[src/rtl/bus_rr_scheduler.sv]
`timescale 1ns/1ps
`default_nettype none
// ============================================================================
//  Module      : bus_rr_scheduler
//  Description : Round-robin scheduler for the shared packet bus between the
//                driver FIFOs. Grants one FIFO with a pending head packet,
//                pops it, decodes the 8-bit destination field and pushes the
//                packet into the destination FIFO, or into every FIFO except
//                the source on broadcast. Invalid and self-addressed packets
//                are dropped and counted.
//  Revision    : 1.0 - initial release
// ============================================================================
module bus_rr_scheduler #(
  parameter int         PCKG_SZ   = 16,
  parameter int         DRVRS     = 8,
  parameter logic [7:0] BROADCAST = 8'hFF
) (
  input  logic                          clk,
  input  logic                          reset,
  input  logic [DRVRS-1:0]              pndng,
  input  logic [DRVRS-1:0][PCKG_SZ-1:0] D_pop,
  output logic [DRVRS-1:0]              pop,
  output logic [DRVRS-1:0]              push,
  output logic [DRVRS-1:0][PCKG_SZ-1:0] D_push,
  output logic [$clog2(DRVRS)-1:0]      grant_id,
  output logic                          busy,
  output logic [15:0]                   pkt_cnt,
  output logic [15:0]                   drop_cnt
);

  localparam int c_gw = $clog2(DRVRS);
  // Pointer starts at the last driver so the first search begins at driver 0.
  localparam logic [c_gw-1:0] c_last_init = c_gw'(DRVRS - 1);

  typedef enum logic [1:0] {
    ST_IDLE    = 2'b00,
    ST_ISSUE   = 2'b01,
    ST_DELIVER = 2'b10
  } state_t;

  state_t r_state;
  state_t w_state_nxt;

  logic [c_gw-1:0]    r_last;
  logic [c_gw-1:0]    r_grant;
  logic [c_gw-1:0]    w_pick;
  logic [c_gw-1:0]    w_scan;
  logic               w_pick_vld;

  logic [PCKG_SZ-1:0] r_bus;
  logic [PCKG_SZ-1:0] r_dpush;
  logic [DRVRS-1:0]   r_pop;
  logic [DRVRS-1:0]   r_push;
  logic [DRVRS-1:0]   w_pop_nxt;
  logic [DRVRS-1:0]   w_push_nxt;
  logic [DRVRS-1:0]   w_gsel;
  logic [15:0]        r_pkt_cnt;
  logic [15:0]        r_drop_cnt;
  logic [7:0]         w_dest;

  logic               w_grant_ld;
  logic               w_bus_ld;
  logic               w_dpush_ld;
  logic               w_pkt_inc;
  logic               w_drop_inc;

  // One-hot select of the currently granted source.
  assign w_gsel = DRVRS'(1) << r_grant;

  // Destination field lives in the top byte of the latched packet.
  assign w_dest = r_bus[PCKG_SZ-1 -: 8];

  // Round-robin search: first pending driver after the last grant, wrapping.
  always_comb begin
    w_pick     = r_last;
    w_pick_vld = 1'b0;
    w_scan     = '0;
    for (int k = 1; k <= DRVRS; k++) begin
      w_scan = c_gw'((int'(r_last) + k) % DRVRS);
      if (!w_pick_vld && pndng[w_scan]) begin
        w_pick     = w_scan;
        w_pick_vld = 1'b1;
      end
    end
  end

  // Next-state and next-output decode for the arbitration FSM.
  always_comb begin
    w_state_nxt = r_state;
    w_pop_nxt   = '0;
    w_push_nxt  = '0;
    w_grant_ld  = 1'b0;
    w_bus_ld    = 1'b0;
    w_dpush_ld  = 1'b0;
    w_pkt_inc   = 1'b0;
    w_drop_inc  = 1'b0;
    case (r_state)
      ST_IDLE: begin
        if (w_pick_vld) begin
          w_grant_ld  = 1'b1;
          w_state_nxt = ST_ISSUE;
        end
      end
      ST_ISSUE: begin
        // The source may have withdrawn its request; abandon quietly if so.
        if (pndng[r_grant]) begin
          w_pop_nxt   = w_gsel;
          w_bus_ld    = 1'b1;
          w_state_nxt = ST_DELIVER;
        end else begin
          w_state_nxt = ST_IDLE;
        end
      end
      ST_DELIVER: begin
        w_dpush_ld = 1'b1;
        if (w_dest == BROADCAST) begin
          w_push_nxt = ~w_gsel;
          w_pkt_inc  = 1'b1;
        end else if ((int'(w_dest) < DRVRS) && (int'(w_dest) != int'(r_grant))) begin
          w_push_nxt = DRVRS'(1) << w_dest;
          w_pkt_inc  = 1'b1;
        end else begin
          // Out-of-range or self-addressed: never loop a packet back to its source.
          w_drop_inc = 1'b1;
        end
        w_state_nxt = ST_IDLE;
      end
      default: begin
        w_state_nxt = ST_IDLE;
      end
    endcase
  end

  // FSM state register.
  always_ff @(posedge clk or negedge reset) begin
    if (!reset) begin
      r_state <= ST_IDLE;
    end else begin
      r_state <= w_state_nxt;
    end
  end

  // Grant index and round-robin pointer, both updated at arbitration time.
  always_ff @(posedge clk or negedge reset) begin
    if (!reset) begin
      r_grant <= '0;
      r_last  <= c_last_init;
    end else if (w_grant_ld) begin
      r_grant <= w_pick;
      r_last  <= w_pick;
    end
  end

  // Registered pop/push strobes; they default low so each is a single-cycle pulse.
  always_ff @(posedge clk or negedge reset) begin
    if (!reset) begin
      r_pop  <= '0;
      r_push <= '0;
    end else begin
      r_pop  <= w_pop_nxt;
      r_push <= w_push_nxt;
    end
  end

  // Packet capture at pop time and bus data presented at delivery time.
  always_ff @(posedge clk or negedge reset) begin
    if (!reset) begin
      r_bus   <= '0;
      r_dpush <= '0;
    end else begin
      if (w_bus_ld) begin
        r_bus <= D_pop[r_grant];
      end
      if (w_dpush_ld) begin
        r_dpush <= r_bus;
      end
    end
  end

  // Delivered/dropped packet counters, free-running with natural wrap.
  always_ff @(posedge clk or negedge reset) begin
    if (!reset) begin
      r_pkt_cnt  <= '0;
      r_drop_cnt <= '0;
    end else begin
      if (w_pkt_inc) begin
        r_pkt_cnt <= r_pkt_cnt + 16'd1;
      end
      if (w_drop_inc) begin
        r_drop_cnt <= r_drop_cnt + 16'd1;
      end
    end
  end

  // Every bus lane carries the same latched packet.
  generate
    for (genvar i = 0; i < DRVRS; i++) begin : g_lane
      assign D_push[i] = r_dpush;
    end
  endgenerate

  assign pop      = r_pop;
  assign push     = r_push;
  assign grant_id = r_grant;
  assign busy     = (r_state != ST_IDLE);
  assign pkt_cnt  = r_pkt_cnt;
  assign drop_cnt = r_drop_cnt;

`ifndef SYNTHESIS
  // Structural invariants of the bus protocol.
  a_pop_onehot : assert property (@(posedge clk) disable iff (!reset)
    $onehot0(r_pop));
  a_no_self_push : assert property (@(posedge clk) disable iff (!reset)
    !(r_push[r_grant]));
  a_one_in_flight : assert property (@(posedge clk) disable iff (!reset)
    !((|r_pop) && (|r_push)));
`endif

endmodule

`default_nettype wire

[config.mk]
export PLATFORM = sky130hd
export DESIGN_NAME = bus_rr_scheduler
export DESIGN_NICKNAME = d
export VERILOG_FILES = /design/src/rtl/bus_rr_scheduler.sv
export SDC_FILE = /design/constraint.sdc
export NUM_CORES = 1
export LEC_CHECK = 0
export BUFFER_PORTS_ARGS = -buffer_cell sky130_fd_sc_hd__buf_2
export CAP_MARGIN = 20
export CORE_AREA = 2 2 122 124
export DETAILED_ROUTE_END_ITERATION = 12
export DIE_AREA = 0 0 124 126
export PLACE_DENSITY = 0.77
export SLEW_MARGIN = 25
export SYNTH_ARGS = -nofsm -noshare
export SYNTH_HDL_FRONTEND = slang
export SYNTH_SLANG_ARGS = --single-unit
[constraint.sdc]
create_clock -name clk -period 4.25 [get_ports clk]
set_input_delay 0.85 -clock clk [delete_from_list [all_inputs] [get_ports clk]]
set_output_delay 0.85 -clock clk [all_outputs]
set_load 0.01 [all_outputs]
==> flow_summary.json <==
{
  "status": "completed",
  "synth.distinct_cells": 48,
  "drt_iter0_markers": 257,
  "area_growth_pct": 19.7,
  "required_ps": 4470,
  "grt_overflow": 0,
  "globalplace.congestion": 0.882,
  "crit_chain": "inv_1 > ha_1 > mux2_2 > mux4_2 > o22a_1 > nor2_1 > a31oi_1 > mux2_2",
  "cts_buffer_depth": 2,
  "fin_nets": 941,
  "final_cells": 988,
  "hold_buffers": 0,
  "die_area_sq_um": 15600,
  "vias": 5117,
  "syn_area_per_cell_sq_um": 10.3,
  "clock-root-buffer": "clkbuf_16",
  "holdCritPathClass": "register to register",
  "synth_warnings": 0,
  "finalHoldViolations": 0,
  "core_sq_um": 14300,
  "period_needed_ps": 3430,
  "fin_crit_sh_pct": 80.8,
  "cp_top_family": "multiplexers",
  "cts_resized": 0,
  "p_comb_share_pct": 60.1,
  "post_cts_buffers": 0,
  "synthTopCellsByArea": "dfrtp_1 (34%), mux4_2 (17%), buf_4 (13%)",
  "cp-start-kind": "register",
  "numCtsBuffers": 9,
  "cts_htree_levels": 3,
  "grt_pass1_vias": 4991,
  "wl_met3_um": 1100,
  "routed_wirelength_um": 17000,
  "synth_edf_count": 0,
  "start_util_pct": 43.6,
  "clkTransAtPathRegs_ps": 60,
  "cts.sinks": 88,
  "power_density_nw_per_um2": 767,
  "synthArstFlopShare_pct": 100,
  "synthMostInstantiatedCell": "buf_4",
  "critPathSlowestCell": "ha_1",
  "drive_gt1_share_pct": 52.1,
  "synth_common_cells": "buf_4 (112), dfrtp_1 (85), nand2_1 (60), nor2_1 (54), mux4_2 (48)",
  "num_io_pins": 318,
  "dieWidth_um": 124,
  "vdd.ir_drop.worst_mv": 0.390,
  "seqPwrFrac_pct": 25.8,
  "antenna_found_initial": 0,
  "drc": 0,
  "crit_buf_inv": 1,
  "wire_per_inst_um": 17.2,
  "syn_inst": 605,
  "io_buffers": 317,
  "tns_ps": 0,
  "arrival_ps": 3650,
  "grt_start_max_net_pins": 63,
  "yosysTopAreaCell": "dfrtp_1",
  "cap_violations": 0,
  "p_leak_nw": 3.65,
  "num_rows": 44,
  "maxSlewHeadroom_pct": 43.7,
  "synth_top_area_share_pct": 34.1,
  "worstSkewPairLatency_ps": 340,
  "p_sw_w": 0.00255,
  "crit_type": "register to register",
  "worst_pin_slew_ps": 844,
  "intPower_w": 0.00319,
  "max_stage_delay_ps": 650,
  "endpoint_kind": "register",
  "slew_viol_final": 0,
  "sw_frac_of_total_pct": 44.4,
  "hpwl_um": 13000,
  "grt_pass1_wl_um": 26300,
  "firstDrtPassIters": 4,
  "power_w": 0.00574,
  "grt_usage_pct": 21.9,
  "setup_viol": 0,
  "drtAntennaViolNets": 0,
  "synth_nets": 747,
  "die_y_um": 126,
  "via_per_inst": 5.18,
  "skew_ps": 5.05,
  "cts_tree": "yes",
  "dr_wl_met2_um": 8740,
  "wl_met1_um": 6980,
  "synthesis.area_sq_um": 6250,
  "ys_seq_area_share_pct": 35.3,
  "cpMostUsedCell": "mux2_2",
  "diodes": 0,
  "top_layer": "met4",
  "synth.ff_latch_count": 88,
  "p_clk_share_pct": 14.1,
  "clock.fmax_ghz": 0.291,
  "dp.cells": 972,
  "rsz0062_at_grt": "no",
  "synth_top_flop_cell": "dfrtp_1",
  "critPathMaxFanout": 12
}
==> final timing paths <==
check                                  from          end  slack (ps)  depth (start not counted)
worst max-delay path              r_last[0]  grant_id[0]         820                          8
worst min-delay path            pkt_cnt[15]  pkt_cnt[15]         480                          1
worst max register to register    r_last[0]  grant_id[0]         820                          8
worst min register to register  pkt_cnt[15]  pkt_cnt[15]         480                          1
max in group asynchronous             reset   r_dpush[8]        2830                          2
min in group asynchronous             reset  pkt_cnt[15]         580                          1
==> cell families after synthesis <==
family / synth area share (%)
and+or+nand+nor: 12.9
buffers and inverters: 16.3
DFF: 35.3
muxes: 22.5
AOI/OAI and AO/OA: 6.57
xor gates and xnor gates: 5.61
adders and majority gates: 0.801
==> layout by cell type, fill, tap and decap left out, drive strengths merged, types with 3 or more instances in the layout <==
| master | count |
|---|---|
| mux4 | 48 |
| nor3 | 7 |
| nand2 | 60 |
| nand2b | 8 |
| inv | 11 |
| and3 | 5 |
| a311oi | 3 |
| buf | 327 |
| or2 | 5 |
| nor2 | 54 |
| mux2 | 22 |
| dfstp | 3 |
| ha | 4 |
| xor2 | 10 |
| a21oi | 12 |
| nand4 | 8 |
| a31oi | 19 |
| o22ai | 3 |
| clkbuf | 14 |
| mux2i | 7 |
| o21ai | 10 |
| nand3b | 4 |
| nand3 | 20 |
| dfrtp | 85 |
| xnor2 | 30 |
==> final cells by class <==
| type | count | area (sq um) |
|---|---|---|
| Tap cell | 184 | 230 |
| Fill cell | 1307 | 6840 |
| Multi-Input combinational cell | 362 | 3030 |
| Clock buffer | 14 | 264 |
| Clock inverter | 2 | 38.8 |
| Sequential cell | 88 | 2210 |
| Timing Repair Buffer | 327 | 1660 |
| Inverter | 11 | 41.3 |
==> registers in the layout (all words and copies together) (netlist names) <==
signal and count:
drop_cnt 16, grant_id 3, pkt_cnt 16, pop 8
push 8, r_bus 16, r_dpush 16, r_last 3
r_state 2
==> metal layers <==
| metal | up-vias | global-route usage (%) |
|---|---|---|
| met5 | - | 0 |
| met4 | 0 | 6.15 |
| met3 | 15 | 3.26 |
| met2 | 219 | 38.8 |
| met1 | 2462 | 27.7 |
| li1 | 2421 | - |
==> metrics by stage <==
| step | worst slack (ps) | util (%) | hold WS [ps] | instance area (sq um) |
|---|---|---|---|---|
| 2_1_floorplan | 888 | - | 481 | 6250 |
| 6_report | 817 | 52.2 | 475 | 7480 |
| 5_1_grt | 672 | 52.2 | 496 | 7480 |
| 3_3_place_gp | 955 | 50.1 | 454 | 7170 |
| 3_5_place_dp | 878 | 50.1 | 458 | 7170 |
| 4_1_cts | 853 | 52.2 | 474 | 7480 |
==> power by group through the flow <==
stage	combinational [W]	sequential [W]	clock (W)
floorplan	0.00308	0.00139	0
global placement	0.00343	0.00148	0
detailed placement	0.00346	0.00150	0
CTS	0.00348	0.00149	0.000831
global route	0.00378	0.00155	0.000864
finish	0.00345	0.00148	0.000809
(Power assumes the default switching activity.)
